<file path="src/rtl/config_loader_if.sv">
// Bus bundle for config_loader: host table writes, run control and the
// registered per-layer configuration outputs. clk/rst stay plain ports.
//
// Write handshake: a table entry moves on a rising edge where wr_valid and
// wr_ready are both high; wr_data must be stable while wr_valid is high, the
// host may drop wr_valid at any time, and wr_ready is the only output that
// reacts combinationally to an input (clr).
interface config_loader_if #(
  parameter int LENROW_W = 4,
  parameter int BLK_W    = 5,
  parameter int FRAME_W  = 3,
  parameter int PATCH_W  = 2,
  parameter int MAX_LAY  = 8
) ();
  localparam int LAY_W = ($clog2(MAX_LAY) < 1) ? 1 : $clog2(MAX_LAY);
  localparam int ENT_W = LENROW_W + 2 * BLK_W + FRAME_W + PATCH_W;

  logic                clr;
  logic                wr_valid;
  logic                wr_ready;
  logic [ENT_W-1:0]    wr_data;
  logic                start;
  logic                layer_done;
  logic [LENROW_W-1:0] CFG_LenRow;
  logic [BLK_W-1:0]    CFG_DepBlk;
  logic [BLK_W-1:0]    CFG_NumBlk;
  logic [FRAME_W-1:0]  CFG_NumFrm;
  logic [PATCH_W-1:0]  CFG_NumPat;
  logic [LAY_W-1:0]    CFG_NumLay;
  logic [LAY_W-1:0]    cfg_layer;
  logic                cfg_valid;
  logic                run_done;
  // FSM state for observation: 0 = IDLE, 1 = RUN, 2 = DONE
  logic [1:0]          fsm_state;

  modport master (
    output clr, wr_valid, wr_data, start, layer_done,
    input  wr_ready, CFG_LenRow, CFG_DepBlk, CFG_NumBlk, CFG_NumFrm,
           CFG_NumPat, CFG_NumLay, cfg_layer, cfg_valid, run_done, fsm_state
  );

  modport slave (
    input  clr, wr_valid, wr_data, start, layer_done,
    output wr_ready, CFG_LenRow, CFG_DepBlk, CFG_NumBlk, CFG_NumFrm,
           CFG_NumPat, CFG_NumLay, cfg_layer, cfg_valid, run_done, fsm_state
  );
endinterface

</file>
<file path="src/rtl/config_loader.sv">
// config_loader: host-loaded per-layer configuration table that is replayed
// layer by layer during a run. The host fills the table while IDLE, 'start'
// launches a run at layer 0 and each 'layer_done' pulse steps to the next
// entry; after the last layer the run ends with a one-cycle run_done pulse.
//
// Optional feature: define CONFIG_LOADER_LOOP_EN to make the run wrap from
// the last layer back to layer 0 forever (run_done still pulses on each wrap);
// only clr or rst leave RUN in that build. Without the macro the wrap logic
// does not exist.
//
// Write handshake: an entry is taken on a rising edge where wr_valid and
// wr_ready are both high; wr_ready is high only in IDLE, with free table
// space and clr low. All other outputs are registers.
module config_loader #(
  parameter int LENROW_W = 4,
  parameter int BLK_W    = 5,
  parameter int FRAME_W  = 3,
  parameter int PATCH_W  = 2,
  parameter int MAX_LAY  = 8
) (
  input  logic           clk,
  input  logic           rst,
  config_loader_if.slave bus
);
  localparam int LAY_W = ($clog2(MAX_LAY) < 1) ? 1 : $clog2(MAX_LAY);
  localparam int ENT_W = LENROW_W + 2 * BLK_W + FRAME_W + PATCH_W;

  // Field offsets inside a packed table entry (LenRow in the LSBs).
  localparam int OFS_DEPBLK = LENROW_W;
  localparam int OFS_NUMBLK = LENROW_W + BLK_W;
  localparam int OFS_NUMFRM = LENROW_W + 2 * BLK_W;
  localparam int OFS_NUMPAT = LENROW_W + 2 * BLK_W + FRAME_W;

  typedef enum logic [1:0] {
    IDLE = 2'd0,
    RUN  = 2'd1,
    DONE = 2'd2
  } state_t;

  state_t state;
  state_t state_next;

  // Table storage; deliberately not reset.
  logic [ENT_W-1:0] table_mem [MAX_LAY];

  // One extra bit so the pointer can express "table full" (== MAX_LAY).
  logic [LAY_W:0]   wr_ptr;
  logic [LAY_W:0]   ptr_after;
  logic [LAY_W-1:0] last_idx;
  logic             wr_ready;
  logic             wr_fire;

  // Decisions made by the next-state logic for the datapath.
  logic             start_go;
  logic             last_hit;
  logic             load_en;
  logic [LAY_W-1:0] load_idx;
  logic [ENT_W-1:0] load_entry;

  // Registered outputs.
  logic [LENROW_W-1:0] cfg_lenrow;
  logic [BLK_W-1:0]    cfg_depblk;
  logic [BLK_W-1:0]    cfg_numblk;
  logic [FRAME_W-1:0]  cfg_numfrm;
  logic [PATCH_W-1:0]  cfg_numpat;
  logic [LAY_W-1:0]    num_lay;
  logic [LAY_W-1:0]    cfg_layer;
  logic                cfg_valid;
  logic                run_done;

  assign wr_ready = (state == IDLE) && (wr_ptr < (LAY_W + 1)'(MAX_LAY)) && !bus.clr;
  assign wr_fire  = bus.wr_valid && wr_ready;

  // A write in the same cycle as start is counted in the layer count.
  assign ptr_after = wr_ptr + (LAY_W + 1)'(wr_fire);
  assign last_idx  = LAY_W'(ptr_after - (LAY_W + 1)'(1));

  // A start that coincides with the very first write must see that write,
  // which is not yet in the table array: forward it.
  assign load_entry = (wr_fire && (wr_ptr == {1'b0, load_idx})) ? bus.wr_data
                                                                : table_mem[load_idx];

  // State register.
  always_ff @(posedge clk) begin
    if (rst) begin
      state <= IDLE;
    end else begin
      state <= state_next;
    end
  end

  // Next-state logic and per-cycle load decisions; clr overrides everything.
  always_comb begin
    state_next = state;
    start_go   = 1'b0;
    last_hit   = 1'b0;
    load_en    = 1'b0;
    load_idx   = '0;
    case (state)
      IDLE: begin
        if (bus.start && (ptr_after != '0)) begin
          start_go   = 1'b1;
          load_en    = 1'b1;
          load_idx   = '0;
          state_next = RUN;
        end
      end
      RUN: begin
        if (bus.layer_done) begin
          if (cfg_layer < num_lay) begin
            load_en  = 1'b1;
            load_idx = cfg_layer + LAY_W'(1);
          end else begin
            last_hit = 1'b1;
`ifdef CONFIG_LOADER_LOOP_EN
            load_en  = 1'b1;
            load_idx = '0;
`else
            state_next = DONE;
`endif
          end
        end
      end
      DONE: begin
        state_next = IDLE;
      end
      default: begin
        state_next = IDLE;
      end
    endcase
    if (bus.clr) begin
      state_next = IDLE;
      start_go   = 1'b0;
      last_hit   = 1'b0;
      load_en    = 1'b0;
    end
  end

  // Table write port; a write cannot land while reset is asserted.
  always_ff @(posedge clk) begin
    if (!rst && wr_fire) begin
      table_mem[wr_ptr[LAY_W-1:0]] <= bus.wr_data;
    end
  end

  // Write pointer, run status and the registered configuration outputs.
  always_ff @(posedge clk) begin
    if (rst) begin
      wr_ptr     <= '0;
      cfg_layer  <= '0;
      cfg_valid  <= 1'b0;
      run_done   <= 1'b0;
      cfg_lenrow <= LENROW_W'(15);
      cfg_depblk <= BLK_W'(31);
      cfg_numblk <= BLK_W'(1);
      cfg_numfrm <= FRAME_W'(7);
      cfg_numpat <= PATCH_W'(0);
      num_lay    <= LAY_W'(7);
    end else begin
      run_done <= last_hit;
      if (bus.clr) begin
        wr_ptr    <= '0;
        cfg_valid <= 1'b0;
      end else begin
        if (wr_fire) begin
          wr_ptr <= ptr_after;
        end
        if (start_go) begin
          num_lay   <= last_idx;
          cfg_valid <= 1'b1;
        end
`ifndef CONFIG_LOADER_LOOP_EN
        if (last_hit) begin
          cfg_valid <= 1'b0;
        end
`endif
        if (load_en) begin
          cfg_layer  <= load_idx;
          cfg_lenrow <= load_entry[LENROW_W-1:0];
          cfg_depblk <= load_entry[OFS_DEPBLK +: BLK_W];
          cfg_numblk <= load_entry[OFS_NUMBLK +: BLK_W];
          cfg_numfrm <= load_entry[OFS_NUMFRM +: FRAME_W];
          cfg_numpat <= load_entry[OFS_NUMPAT +: PATCH_W];
        end
      end
    end
  end

  assign bus.wr_ready   = wr_ready;
  assign bus.CFG_LenRow = cfg_lenrow;
  assign bus.CFG_DepBlk = cfg_depblk;
  assign bus.CFG_NumBlk = cfg_numblk;
  assign bus.CFG_NumFrm = cfg_numfrm;
  assign bus.CFG_NumPat = cfg_numpat;
  assign bus.CFG_NumLay = num_lay;
  assign bus.cfg_layer  = cfg_layer;
  assign bus.cfg_valid  = cfg_valid;
  assign bus.run_done   = run_done;
  assign bus.fsm_state  = state;
endmodule

</file>
<file path="src/flat_wrapper.sv">
// flat-port wrapper written by rule: the top's interface ports become plain ports
module config_loader_flat 
#(
  parameter int LENROW_W = 4,
  parameter int BLK_W    = 5,
  parameter int FRAME_W  = 3,
  parameter int PATCH_W  = 2,
  parameter int MAX_LAY  = 8
)
  (clk, rst, bus_clr, bus_wr_valid, bus_wr_data, bus_start, bus_layer_done, bus_wr_ready, bus_CFG_LenRow, bus_CFG_DepBlk, bus_CFG_NumBlk, bus_CFG_NumFrm, bus_CFG_NumPat, bus_CFG_NumLay, bus_cfg_layer, bus_cfg_valid, bus_run_done, bus_fsm_state);
  config_loader_if #(.LENROW_W(LENROW_W), .BLK_W(BLK_W), .FRAME_W(FRAME_W), .PATCH_W(PATCH_W), .MAX_LAY(MAX_LAY)) bus_i ();
  input  logic clk;
  input  logic rst;
  input wire logic [$bits(bus_i.clr)-1:0] bus_clr;
  input wire logic [$bits(bus_i.wr_valid)-1:0] bus_wr_valid;
  input wire logic [$bits(bus_i.wr_data)-1:0] bus_wr_data;
  input wire logic [$bits(bus_i.start)-1:0] bus_start;
  input wire logic [$bits(bus_i.layer_done)-1:0] bus_layer_done;
  output wire logic [$bits(bus_i.wr_ready)-1:0] bus_wr_ready;
  output wire logic [$bits(bus_i.CFG_LenRow)-1:0] bus_CFG_LenRow;
  output wire logic [$bits(bus_i.CFG_DepBlk)-1:0] bus_CFG_DepBlk;
  output wire logic [$bits(bus_i.CFG_NumBlk)-1:0] bus_CFG_NumBlk;
  output wire logic [$bits(bus_i.CFG_NumFrm)-1:0] bus_CFG_NumFrm;
  output wire logic [$bits(bus_i.CFG_NumPat)-1:0] bus_CFG_NumPat;
  output wire logic [$bits(bus_i.CFG_NumLay)-1:0] bus_CFG_NumLay;
  output wire logic [$bits(bus_i.cfg_layer)-1:0] bus_cfg_layer;
  output wire logic [$bits(bus_i.cfg_valid)-1:0] bus_cfg_valid;
  output wire logic [$bits(bus_i.run_done)-1:0] bus_run_done;
  output wire logic [$bits(bus_i.fsm_state)-1:0] bus_fsm_state;
  assign bus_i.clr = bus_clr;
  assign bus_i.wr_valid = bus_wr_valid;
  assign bus_i.wr_data = bus_wr_data;
  assign bus_i.start = bus_start;
  assign bus_i.layer_done = bus_layer_done;
  assign bus_wr_ready = bus_i.wr_ready;
  assign bus_CFG_LenRow = bus_i.CFG_LenRow;
  assign bus_CFG_DepBlk = bus_i.CFG_DepBlk;
  assign bus_CFG_NumBlk = bus_i.CFG_NumBlk;
  assign bus_CFG_NumFrm = bus_i.CFG_NumFrm;
  assign bus_CFG_NumPat = bus_i.CFG_NumPat;
  assign bus_CFG_NumLay = bus_i.CFG_NumLay;
  assign bus_cfg_layer = bus_i.cfg_layer;
  assign bus_cfg_valid = bus_i.cfg_valid;
  assign bus_run_done = bus_i.run_done;
  assign bus_fsm_state = bus_i.fsm_state;
  config_loader #(.LENROW_W(LENROW_W), .BLK_W(BLK_W), .FRAME_W(FRAME_W), .PATCH_W(PATCH_W), .MAX_LAY(MAX_LAY)) u_core (.clk(clk), .rst(rst), .bus(bus_i));
endmodule
</file>
<file path="config.mk">
export PLATFORM = sky130hd
export DESIGN_NAME = config_loader_flat
export DESIGN_NICKNAME = d
export VERILOG_FILES = /design/src/rtl/config_loader_if.sv /design/src/rtl/config_loader.sv /design/src/flat_wrapper.sv
export SDC_FILE = /design/constraint.sdc
export NUM_CORES = 1
export LEC_CHECK = 0
export CORE_ASPECT_RATIO = 0.75
export CORE_UTILIZATION = 50
export CTS_BUF_LIST = sky130_fd_sc_hd__clkbuf_8 sky130_fd_sc_hd__clkbuf_16
export DETAILED_ROUTE_END_ITERATION = 7
export DONT_BUFFER_PORTS = 1
export GPL_TIMING_DRIVEN = 0
export HOLD_SLACK_MARGIN = 0.02
export SLEW_MARGIN = 20
export SYNTH_ARGS = -nofsm -noshare
export SYNTH_HDL_FRONTEND = slang
export SYNTH_SLANG_ARGS = --single-unit
</file>
<file path="constraint.sdc">
create_clock -name clk -period 4.1 [get_ports clk]
set_input_delay 0.82 -clock clk [delete_from_list [all_inputs] [get_ports clk]]
set_output_delay 0.82 -clock clk [all_outputs]
set_load 0.005 [all_outputs]
</file>
==> Word level (Yosys, flattened, before mapping) <==
Memories as Yosys holds them, arrays and structs flattened. A register that Yosys moved wholly into a read port is not among the register bits.
Cells that the tools add are included.
{ "totals": {"mem_count": 1, "out_inout_bits": 30, "regBits": 14, "mem_bits_rw": 152} }
{ "classes": {"muxes": 20, "magnitude_cmp": 2, "n_addsub": 3, "n_eq_ne": 4, "n_reduce_logical": 14, "bitwise_logic": 1} }
{ "mem_list": {"columns": ["memory", "depth", "word_bits", "rd", "rd_ports_with_merged_regs", "wr", "line", "source"], "rows": [
  ["u_core.table_mem", 8, 19, 1, 1, 1, "config_loader.sv:44", "logic [ENT_W-1:0] table_mem [MAX_LAY];"]
]} }
{ "op_table": {"columns": ["cell", "n"], "rows": [
  ["1-bit 2-to-1 mux", 12],
  ["3-bit 2-to-1 mux", 3],
  ["2-bit 2-to-1 mux", 3],
  ["2-bit inequality test (second input constant)", 3],
  ["1-bit logical AND", 5],
  ["4-bit by 1-bit adder with 4-bit output", 1],
  ["4-bit < comparator (second input constant)", 1],
  ["2-bit case mux with 2 select lines", 1],
  ["2-bit AND reduction", 2],
  ["4-bit nonzero test", 1],
  ["3-bit by 1-bit adder with 3-bit output (second input constant)", 1],
  ["3-bit < comparator", 1],
  ["3-bit AND reduction", 1],
  ["3-bit OR reduction", 1],
  ["3-bit by 1-bit subtractor with 3-bit output (second input constant)", 1],
  ["2-bit by 1-bit == test with 1-bit output (second input constant)", 1],
  ["1-bit zero test", 2],
  ["2-bit zero test", 1],
  ["1-bit case mux with 2 select lines", 1],
  ["2-bit OR reduction", 1],
  ["1-bit inverter", 1]
]} }

==> Logic depth before layout (Yosys ltp) <==
Gate-level depths: netlist (run 1).
{ "logic_depth": {"ltp_word": 11, "ltp_mapped": 15, "mapped_depth_nobuf": 13} }

==> Worst setup path before layout (run 1) <==
No wires, ideal clock.
{ "synth_timing": {"path_kind": "input to register", "from": "in bus_clr", "to": "mem u_core.table_mem[0][0] in the netlist's numbering, enable pin", "stages": 5, "setup_slack_ps": 787, "arrival_time_ps": 2894, "path_cell_list": "nor4_4 > nand2_2 > or3_1 > buf_2 > nor3_1"} }
{ "synth_via": {"elab_chain_len": 6} }
{ "synth_lines": {"columns": ["item", "line", "source"], "rows": [
  ["start, declared", "flat_wrapper.sv:14", "input wire logic [$bits(bus_i.clr)-1:0] bus_clr;"],
  ["1-bit zero test", "config_loader.sv:71", "assign wr_ready = (state == IDLE) && (wr_ptr < (LAY_W + 1)'(MAX_LAY)) && !bus.clr;"],
  ["1-bit logical AND", "config_loader.sv:71", null],
  ["1-bit logical AND", "config_loader.sv:72", "assign wr_fire = bus.wr_valid && wr_ready;"],
  ["1-bit logical AND", "config_loader.sv:141", "if (!rst && wr_fire) begin"],
  ["1-bit 2-to-1 mux", "config_loader.sv:141", null],
  ["1-bit 2-to-1 mux (not written as such)", "config_loader.sv:142", "table_mem[wr_ptr[LAY_W-1:0]] <= bus.wr_data;"],
  ["end, declared", "config_loader.sv:44", null]
]} }
No other way between the ends.

==> Worst setup path after layout (run 1) <==
{ "layout_timing": {"from": "reg u_core.state[1] (netlist: u_core.bus.fsm_state[1])", "to": "reg u_core.cfg_numfrm[0] (netlist: u_core.bus.CFG_NumFrm[0])"} }
{ "layout_via": {"elab_chain_len": 11} }
{ "layout_lines": {"columns": ["item", "line", "source"], "rows": [
  ["start, declared", "config_loader.sv:40", "state_t state;"],
  ["start signal, assigned", "config_loader.sv:88", "state <= state_next;"],
  ["2-bit zero test", "config_loader.sv:71", null],
  ["1-bit logical AND (2 in a row)", "config_loader.sv:71", null],
  ["net bus_wr_ready", "flat_wrapper.sv:19", "output wire logic [$bits(bus_i.wr_ready)-1:0] bus_wr_ready;"],
  ["1-bit logical AND", "config_loader.sv:72", null],
  ["net u_core.wr_fire", "config_loader.sv:51", "logic wr_fire;"],
  ["4-bit by 1-bit adder with 4-bit output", "config_loader.sv:75", "assign ptr_after = wr_ptr + (LAY_W + 1)'(wr_fire);"],
  ["net u_core.ptr_after[1]", "config_loader.sv:48", "logic [LAY_W:0] ptr_after;"],
  ["4-bit nonzero test", "config_loader.sv:101", "if (bus.start && (ptr_after != '0)) begin"],
  ["1-bit logical AND", "config_loader.sv:101", null],
  ["1-bit 2-to-1 mux", "config_loader.sv:101", null],
  ["1-bit case mux with 2 select lines", "config_loader.sv:99", "case (state)"],
  ["1-bit 2-to-1 mux", "config_loader.sv:131", "if (bus.clr) begin"],
  ["2-bit AND reduction (no line)", null, null],
  ["end signal, assigned", "config_loader.sv:182", "cfg_numfrm <= load_entry[OFS_NUMFRM +: FRAME_W];"],
  ["end, declared", "config_loader.sv:64", "logic [FRAME_W-1:0] cfg_numfrm;"]
]} }
The timed path passes the listed nets, and every way through them passes these cells.
A chain may end at the register's enable or synchronous reset.

==> results of run 1 <==
[power by group through the flow]
stage          Combinational (mW)  Clock [mW]  Sequential (mW)
2_1_floorplan              0.0604           0             2.09
3_3_place_gp               0.0825           0             2.10
3_5_place_dp               0.0868           0             2.10
4_1_cts                    0.0872        1.64             2.06
5_1_grt                    0.0965        1.72             2.06
6_report                   0.0885        1.64             2.06
[path summary, 6_finish.rpt]
path                            startpoint                        to  slack, ps  cells after the start
hold / removal              bus_wr_data[5]    u_core.table_mem[3][5]        480                      0
setup / recovery   u_core.bus.fsm_state[1]  u_core.bus.CFG_NumFrm[0]        290                     15
setup reg to reg   u_core.bus.fsm_state[1]  u_core.bus.CFG_NumFrm[0]        290                     15
hold reg to reg   u_core.bus.CFG_NumPat[1]  u_core.bus.CFG_NumPat[1]        500                      1
[layout by cell type (no fill, tap or decap), types with 2 or more instances in the layout]
master,synthesis,final
buf_2,6,6
clkbuf_1,23,23
and2_1,3,3
nor3_1,5,3
a21oi_1,39,39
buf_8,0,3
edfxtp_1,152,152
inv_6,0,2
a32o_1,6,6
buf_6,1,2
nor2_1,43,37
o211ai_1,9,9
nor3_2,1,3
a221oi_1,13,13
clkinvlp_4,0,2
mux4_2,19,19
clkbuf_16,0,17
o31ai_1,13,13
mux2i_1,20,20
or2_0,6,6
bufinv_16,0,3
o211a_1,2,2
nand2b_1,3,3
inv_1,7,9
clkinv_2,0,5
a21boi_1,2,2
o21ai_0,42,42
xnor2_1,3,3
buf_1,3,3
buf_4,2,6
ha_1,6,6
or3_1,3,3
nor2b_1,4,4
xor2_1,2,2
nand3_1,7,7
nor2_4,0,6
nand2_1,50,50
dfxtp_1,33,33
[layout make-up]
type	instances	area (um2)
Buffer	36	159
Timing Repair Buffer	9	114
Clock buffer	17	425
Fill cell	1171	6060
Tap cell	200	250
Clock inverter	15	159
Sequential cell	185	5230
Multi-Input combinational cell	313	2230
Inverter	7	26.3
[logic make-up (layout without fill, tap and decap cells)]
family / count (synthesis) / in the layout / synth area share (%)
flops: 185 / 185 / 68.9
simple gates: 133 / 133 / 8.07
compound gates: 130 / 130 / 10.7
buf+inv: 43 / 84 / 2.44
mux: 39 / 39 / 8.28
fa+ha+maj: 6 / 6 / 0.990
xor+xnor: 5 / 5 / 0.578
[flip-flops by register name, indices dropped and copies added (netlist names)]
register,count
u_core.table_mem,152
u_core.bus.CFG_DepBlk,5
u_core.bus.CFG_NumBlk,5
u_core.bus.CFG_LenRow,4
u_core.wr_ptr,4
u_core.bus.CFG_NumFrm,3
u_core.bus.CFG_NumLay,3
u_core.bus.cfg_layer,3
u_core.bus.CFG_NumPat,2
u_core.bus.fsm_state,2
u_core.bus.cfg_valid,1
u_core.bus.run_done,1
[metrics by stage]
| step | worst slack [ps] | power (mW) |
|---|---|---|
| final | 293 | 3.79 |
| after global routing | 15.0 | 3.88 |
| after CTS | 337 | 3.79 |
| after detailed placement | 166 | 2.18 |
| after global placement | -732 | 2.18 |
| after floorplan | 787 | 2.15 |
[layer usage]
metal,GRT usage (%),up-vias
met3,7.16,27
met5,0,-
met1,37.8,2403
met4,8.72,0
met2,39.2,247
li1,-,2135
==> impl_results.md, run 1 <==
- Post-DP Area: 8000 um2
- Synth cell types: 44
- Post-synth EDFFs: 152
- PostCTS Resize Cnt: 0
- VDD IR-drop max: 0.293 mV
- Minimum clock period: around 3800 ps
- Post-layout nets: 600
- Top cells by count, synth: edfxtp_1, nand2_1, nor2_1
- Clock buffer depth: 2
- WHS: approximately 480 ps
- Cts hold-fix bufs: 0
- Net count after synthesis: 572
- First-pass DRT Iterations: 5
- Post-Synthesis Cells: 541
- Final Util: 58.6%
- P per Cell Area: 441 nW/um2
- Total track usage: around a quarter
- Switching power: ~0.76 mW
- Slew @ Worst Pin: about 850 ps
- Routed vias: 4812
- Rel. slew slack: between 40% and 50%
- Overall die area: roughly 16000 um2
- Detailed Place HPWL: 12.5 mm
- Post-route ant nets: 0
- Worst-path clk slew: about 70 ps
- Clk Latency, worst-skew pair: 430 ps
- Startpoint Class: flop
- Fmax: between 200 and 300 MHz
- Detailed Route WL: 19.2 mm
- # diodes: 0
- # rows: 38
- Number of global-route vias before repair: between 4000 and 5000
- Critical Path Fanout Max: 10
- Largest net degree at the start of global routing: 20
- Crit path top cell by count: ha_1
- Cell taking the most area after synthesis: edfxtp_1
- Yosys top cell area share: 60.2%
- WP data required: about 4400 ps
- Clock root cell: clkbuf_16
- Starting Density: 51.8%
- CTS tree: done
- Worst Setup End Kind: flop
- Max-slew violations: 0
- Most frequent cell after synthesis: edfxtp_1
- Number of CTS-inserted buffers: 17
- Top Metal Used: met4
- M1 WL: 8.43 mm
- Cell internal pwr: 3.03 mW
- Switching share of power: between 20% and 30%
- Post-synthesis async set-or-reset flop share: 0%
- Largest cells by area after synthesis: edfxtp_1, dfxtp_1, mux4_2
- DR WL met2: 8.65 mm
- Clock share of power: 43.4%
- Setup TNS: 0 ps
- Fin. Hold Viols: 0
- Post-CTS setup buffer count: 0
- Setup Skew: 7.57 ps
- Design Area, Final: 8590 um2
- Initial antenna violation count: 0
- Main synth FF type: edfxtp_1
- Wire per inst: roughly 25 um
- Die width: 144 um
- Sequential cell area fraction in the yosys report: 68.9%
- Routability congestion estimate from global placement: 0.822
- Leakage Power: 2.71 nW
- Inst Count DP: between 700 and 800
- Met3 wire length: 1.74 mm
- Cell Area, Synth: ~7600 um2
- Arrival @ worst endpoint: 4150 ps
- Max cap viols: 0
- Core Box Area: 14600 um2
- Htree depth: 4
- Total grt overflow: 0
- Yosys warning count: 0
- Starting DRT DRC Count: 470
- Detailed-route DRC error count: 0
- Register share of total power: 54.3%
- Syn Area/Cell: 14.0 um2
- Non-Filler Instances: between 700 and 800
- Die Ht: 109 um
- Worst Path Class, Setup: reg2reg
- Share of cells above drive strength 1: 13.6%
- Final Cycle Share: 92.9%
- Clock sink count: ~190
- Bufs and invs on worst path: 4
- RSZ-0062 raised after global routing: no
- Register bit count reported by yosys: 185
- Drt via density: 6.15
- I/O pins: 55
- Logic pwr share: approximately 2.3%
- Status: finished clean
- Syn-to-layout area delta: 13.2%
- Family with the most delay on the worst path: buffers and inverters
- # setup viols final: 0
- Crit-path slowest cell: buf_1
- Hold Path Class: in2reg
- First-pass GRT wire length: 28.5 mm
- Critical Path Max Stage Delay: around 470 ps
- Crit-path cells: nor4_4, nand2_2, inv_1, ha_1, ha_1, inv_1, ha_1, nand4_1, o211a_1, o21ai_0, a211o_1, buf_2, buf_1, a21oi_1, o31ai_1
- IO buf count: 0
Note: power is estimated with default switching activity, not from simulation.
==> run 2: changes to the inputs <==
- MAX_ROUTING_LAYER: default -> met4
==> run 2 against run 1 <==
Combinational power about the same. Power shrank 0.14%. Highest routed layer unchanged. Fmax rose by 0.43%. Cell count unchanged. Sequential cell count is the same. Critical endpoint unchanged. Cell area unchanged.
==> impl_results.md, run 2 (same netlist as run 1, synthesis figures left out) <==
- Status: finished clean (unchanged)
- Largest net degree at the start of global routing: 20 (unchanged)
- Critical Path Max Stage Delay: 470 ps (about the same)
- Htree depth: 4 (unchanged)
- Rel. slew slack: 43.2% (was 43.1%)
- Post-route ant nets: 0 (unchanged)
- RSZ-0062 raised after global routing: no (unchanged)
- # diodes: 0 (unchanged)
- Clock sink count: 185 (unchanged)
- Die width: 144 um (unchanged)
- Clk Latency, worst-skew pair: 430 ps (about the same)
- Number of CTS-inserted buffers: 17 (unchanged)
- Detailed-route DRC error count: 0 (unchanged)
- Routability congestion estimate from global placement: 0.834 (was 0.822)
- Family with the most delay on the worst path: buffers and inverters (unchanged)
- Post-layout nets: 600 (unchanged)
- Number of global-route vias before repair: 4690 (was 4680)
- Fin. Hold Viols: 0 (unchanged)
- Most common cell after layout, fill and taps aside: edfxtp_1 (unchanged)
- Inst Count DP: 750 (unchanged)
- Clock root cell: clkbuf_16 (unchanged)
- Routed vias: 4773 (was 4812)
- Overall die area: 15700 um2 (unchanged)
- Clock share of power: 43.3% (was 43.4%)
- Worst r2r dst: u_core.bus.CFG_NumFrm[0] (unchanged)
- Core Box Area: 14600 um2 (unchanged)
- Worst Path Class, Setup: reg2reg (unchanged)
- Share of cells above drive strength 1: 13.6% (unchanged)
- Worst Setup End Kind: flop (unchanged)
- Critical R2R Launch: u_core.bus.fsm_state[1] (unchanged)
- # rows: 38 (unchanged)
- R2r setup slk: 310 ps (was 290 ps)
- CTS tree: done (unchanged)
- Starting DRT DRC Count: 524 (was 470)
- Total grt overflow: 0 (unchanged)
- Starting Density: 51.8% (unchanged)
- Switching share of power: 20.0% (was 20.1%)
- Hold wc startpoint: bus_wr_data[5] (unchanged)
- Largest register FFs: 152 (unchanged)
- First-pass GRT wire length: 28.5 mm (unchanged)
- First-pass DRT Iterations: 5 (unchanged)
- Cell internal pwr: 3.03 mW (about the same)
- Fmax: 264 MHz (was 263 MHz)
- WHS Endpoint: u_core.table_mem[3][5] (unchanged)
- Max-slew violations: 0 (unchanged)
- WP data required: 4440 ps (about the same)
- Bufs and invs on worst path: 4 (unchanged)
- Clock buffer depth: 2 (unchanged)
- Initial antenna violation count: 0 (unchanged)
- Switching power: 0.755 mW (was 0.760 mW)
- Leakage Power: 2.71 nW (unchanged)
- Minimum clock period: 3790 ps (was 3810 ps)
- IO buf count: 0 (unchanged)
- Setup Skew: 8.68 ps (was 7.57 ps)
- WHS Path Cells: 0 (unchanged)
- Worst-path clk slew: 70 ps (about the same)
- Slew @ Worst Pin: 852 ps (was 854 ps)
- Crit path top cell by count: ha_1 (unchanged)
- I/O pins: 55 (unchanged)
- Hold Path Class: in2reg (unchanged)
- Register share of total power: 54.4% (was 54.3%)
- Crit-path cells: nor4_4, nand2_2, inv_1, ha_1, ha_1, inv_1, ha_1, nand4_1, o211a_1, o21ai_0, a211o_1, buf_2, buf_1, a21oi_1, o31ai_1 (unchanged)
- Logic pwr share: 2.3% (about the same)
- Critical Path Fanout Max: 10 (unchanged)
- Startpoint Class: flop (unchanged)
- VDD IR-drop max: 0.293 mV (about the same)
- Wire per inst: 24.7 um (was 24.5 um)
- Final Cycle Share: 92.5% (was 92.9%)
- Total track usage: 27.2% (was 26.4%)
- Cts hold-fix bufs: 0 (unchanged)
- Detailed Route WL: 19.3 mm (was 19.2 mm)
- R2R cell count: 15 (unchanged)
- Final Util: 58.6% (unchanged)
- Arrival @ worst endpoint: 4130 ps (was 4150 ps)
- P per Cell Area: 440 nW/um2 (was 441 nW/um2)
- Setup TNS: 0 ps (unchanged)
- Max cap viols: 0 (unchanged)
- Drt via density: 6.10 (was 6.15)
- WHS: 480 ps (was 478 ps)
- # setup viols final: 0 (unchanged)
- Syn-to-layout area delta: 13.2% (unchanged)
- Non-Filler Instances: 782 (unchanged)
- Tot Pwr: 3.78 mW (was 3.79 mW)
- Post-CTS setup buffer count: 0 (unchanged)
- PostCTS Resize Cnt: 0 (unchanged)
- Detailed Place HPWL: 12.5 mm (unchanged)
- Commonest cells after routing, fill and taps aside: edfxtp_1, nand2_1, o21ai_0 (unchanged)
- Die Ht: 109 um (unchanged)
- Crit-path slowest cell: buf_1 (unchanged)
run 2: worst max path at each step:
stage,startpoint,endpoint,cells after the start
final,u_core.bus.fsm_state[1],u_core.bus.CFG_NumFrm[0],15
after global routing,u_core.bus.fsm_state[1],u_core.bus.CFG_NumFrm[1],15
after CTS,u_core.bus.fsm_state[1],u_core.bus.CFG_NumFrm[0],15
after detailed placement,bus_clr,u_core.bus.CFG_NumFrm[0],15
after global placement,rst,u_core.table_mem[1][5],4
after floorplan,bus_clr,u_core.table_mem[0][0],5
run 2: layer usage:
layer	GRT usage [%]	routed length, um
met1	37.8	8650
met3	7.07	1650
met4	8.72	320
met5	-	0
met2	39.3	8680
run 2: area by class of cell:
type,instances,area [um2]
Clock inverter,15,159
Buffer,36,159
Timing Repair Buffer,9,114
Sequential cell,185,5230
Multi-Input combinational cell,313,2230
Fill cell,1171,6060
Clock buffer,17,425
Tap cell,200,250
Inverter,7,26.3
run 2: worst register-to-register path: stages (launching register included):
cell and delay (ps):
dfxtp_1 440, nor4_4 380, nand2_2 150, inv_1 190, ha_1 250, ha_1 260, inv_1 70, ha_1 190
nand4_1 100, o211a_1 210, o21ai_0 200, a211o_1 290, buf_2 290, buf_1 470, a21oi_1 140, o31ai_1 100
run 2: power groups by stage:
stage / clock [mW] / combinational (mW) / sequential, mW
detailed placement: 0 / 0.0868 / 2.10
CTS: 1.64 / 0.0872 / 2.06
global route: 1.72 / 0.0965 / 2.06
finish: 1.64 / 0.0885 / 2.06
floorplan: 0 / 0.0604 / 2.09
global placement: 0 / 0.0825 / 2.10
run 2: through the flow:
step	setup WS, ps	area, um2
2_1_floorplan	787	7580
3_3_place_gp	-732	7830
3_5_place_dp	166	8000
4_1_cts	337	8590
5_1_grt	15.0	8590
6_report	309	8590
==> run 3: changes to the inputs <==
- CELL_PAD_IN_SITES_DETAIL_PLACEMENT: default -> 2
- CELL_PAD_IN_SITES_GLOBAL_PLACEMENT: default -> 2
- CORE_UTILIZATION: 50 -> 45
- PLACE_DENSITY_LB_ADDON: default -> 0.1
==> run 3 against run 2 <==
Setup slack got worse by 32 ps. Cell count rose by 1.4%. First-iteration DRC count fell by 26%. Core utilization fell by 5.3 points. The run now ends with design-rule violations left. Sequential power barely moved. Count of clock-buffer cells in the layout did not move. Fmax fell by 0.83%. Clock skew rose by 2.1 ps. Cell area rose by 1.1%. Critical path type unchanged. Critical path depth did not move.
==> impl_results.md, run 3 (same netlist as run 1, synthesis figures left out) <==
- Clk Latency, worst-skew pair: 440 ps (was 430 ps)
- GR peak layer: met2 (unchanged)
- Status: complete, but fails checks (was finished clean)
- Overall die area: 17400 um2 (was 15700 um2)
- Critical Path Fanout Max: 10 (unchanged)
- # setup viols final: 0 (unchanged)
- DP Worst Slack: -222 ps (was 166 ps)
- Largest register FFs: 152 (unchanged)
- IO buf count: 0 (unchanged)
- Starting DRT DRC Count: 387 (was 524)
- Failing checks: design-rule violations
- Leakage Power: 2.73 nW (was 2.71 nW)
- M1 GR Usage: 38.0% (was 37.8%)
- Syn-to-layout area delta: 14.5% (was 13.2%)
- Number of global-route vias before repair: 5678 (was 4690)
- Htree depth: 4 (unchanged)
- I/O pins: 55 (unchanged)
- Die Ht: 114 um (was 109 um)
- Clock root cell: clkbuf_16 (unchanged)
- VDD IR-drop max: 0.283 mV (was 0.293 mV)
- Clock sink count: 185 (unchanged)
- Rel. slew slack: 31.3% (was 43.2%)
- WHS: 463 ps (was 480 ps)
- Met2 Use GR: 53.0% (was 39.3%)
- Detailed Route WL: 24.9 mm (was 19.3 mm)
- Share of cells above drive strength 1: 14.2% (was 13.6%)
- Routability congestion estimate from global placement: 0.779 (was 0.834)
- Setup WS post-layout: 278 ps (was 309 ps)
- Routed vias: 5005 (was 4773)
- Setup Skew: 10.8 ps (was 8.68 ps)
- Initial antenna violation count: 0 (unchanged)
- Number of CTS-inserted buffers: 17 (unchanged)
- WP data required: 4440 ps (about the same)
- Arrival @ worst endpoint: 4160 ps (was 4130 ps)
- # rows: 40 (was 38)
- Bufs and invs on worst path: 4 (unchanged)
- Wire per inst: 31.4 um (was 24.7 um)
- Post-CTS setup buffer count: 0 (unchanged)
- Family with the most delay on the worst path: compound AO/OA/AOI/OAI gates (was buffers and inverters)
- Crit path top cell by count: ha_1 (unchanged)
- Minimum clock period: 3820 ps (was 3790 ps)
- Critical path origin: u_core.bus.fsm_state[1] (unchanged)
- Die width: 152 um (was 144 um)
- Crit-path slowest cell: dfxtp_1 (was buf_1)
- Worst-path clk slew: 70 ps (about the same)
- Fin. Hold Viols: 0 (unchanged)
- Largest net degree at the start of global routing: 20 (unchanged)
- Worst Path Class, Setup: reg2reg (unchanged)
- Clock buffer depth: 2 (unchanged)
- Startpoint Class: flop (unchanged)
- Setup TNS: 0 ps (unchanged)
- Post-route ant nets: 0 (unchanged)
- Detailed Place HPWL: 16.2 mm (was 12.5 mm)
- Final Cycle Share: 93.2% (was 92.5%)
- Crit-path cells: nor4_4, nand2_2, inv_1, ha_1, ha_1, inv_1, ha_1, nand4_1, o211a_1, o21ai_0, a211o_1, clkbuf_4, clkbuf_4, a21oi_1, o31ai_1 (was nor4_4, nand2_2, inv_1, ha_1, ha_1, inv_1, ha_1, nand4_1, o211a_1, o21ai_0, a211o_1, buf_2, buf_1, a21oi_1, o31ai_1)
- Drt via density: 6.31 (was 6.10)
- CTS tree: done (unchanged)
- Total track usage: 31.6% (was 27.2%)
- RSZ-0062 raised after global routing: no (unchanged)
- Detailed-route DRC error count: 5 (was 0)
- First-pass DRT Iterations: 6 (was 5)
- Core Box Area: 16300 um2 (was 14600 um2)
- Max cap viols: 0 (unchanged)
- Commonest cells after routing, fill and taps aside: edfxtp_1, nand2_1, o21ai_0 (unchanged)
- Post-layout nets: 601 (was 600)
- Fillers: 1461 (was 1171)
- Most common cell after layout, fill and taps aside: edfxtp_1 (unchanged)
- Met3 global-route usage: 6.51% (was 7.07%)
- Worst Setup End Kind: flop (unchanged)
- P per Cell Area: 445 nW/um2 (was 440 nW/um2)
- Max-slew violations: 0 (unchanged)
- Starting Density: 46.6% (was 51.8%)
- Hold wc startpoint: bus_wr_data[18] (was bus_wr_data[5])
- Critical Path Max Stage Delay: 450 ps (was 470 ps)
- # diodes: 0 (unchanged)
- First-pass GRT wire length: 37.1 mm (was 28.5 mm)
- Fmax: 262 MHz (was 264 MHz)
- Total grt overflow: 0 (unchanged)
- Critical R2R Launch: u_core.bus.fsm_state[1] (unchanged)
- Slew @ Worst Pin: 1030 ps (was 852 ps)
- Hold Path Class: in2reg (unchanged)
-- run 3: cell count changes in the layout (fill, tap and decap cells not counted), sizes merged --
cell      delta
clkinvlp     +1
inv          +3
clkinv       -3
clkbuf       +2
bufinv       -1
buf          -1
-- run 3: layer usage --
metal / wire length, um / vias to the layer above
met2: 12700 / 154
met4: 708 / 0
met1: 10200 / 2679
li1: - / 2124
met5: 0 / -
met3: 1310 / 48
-- run 3: path summary, 6_finish.rpt --
| kind | endpoint | slack (ps) | cells after the start |
|---|---|---|---|
| worst min-delay path | u_core.table_mem[0][18] | 460 | 0 |
| worst max-delay path | u_core.bus.CFG_LenRow[1] | 280 | 15 |
| worst max register to register | u_core.bus.CFG_LenRow[1] | 280 | 15 |
| worst min register to register | u_core.bus.CFG_NumFrm[2] | 510 | 2 |
-- run 3: layout make-up --
class	count	area [um2]	area share [%]
Multi-Input combinational cell	313	2230	25.7
Timing Repair Buffer	10	179	2.06
Clock inverter	15	168	1.93
Tap cell	210	263	3.03
Inverter	7	26.3	0.303
Sequential cell	185	5230	60.2
Clock buffer	17	425	4.90
Buffer	36	166	1.92
-- run 3: timing repair --
action / CTS / global route
resized for setup: 1 / 4
hold buffers: 0 / 0
setup endpoints to repair: 6 / 14
-- run 3: per-stage QoR --
step           util [%]  cells  total power, mW  area, um2
2_1_floorplan         -    541             2.15       7580
3_3_place_gp       48.2    751             2.18       7850
6_report           53.4    793             3.86       8680
5_1_grt            53.4    793             3.94       8680
4_1_cts            53.3    793             3.88       8670
3_5_place_dp       49.7    761             2.19       8080
-- run 3: report_power, final --
part	total, mW	switching [mW]	internal, mW
combinational	0.0989	0.0667	0.0322
sequential	2.06	0.0119	2.04
clock	1.71	0.793	0.914
total	3.86	0.871	2.99
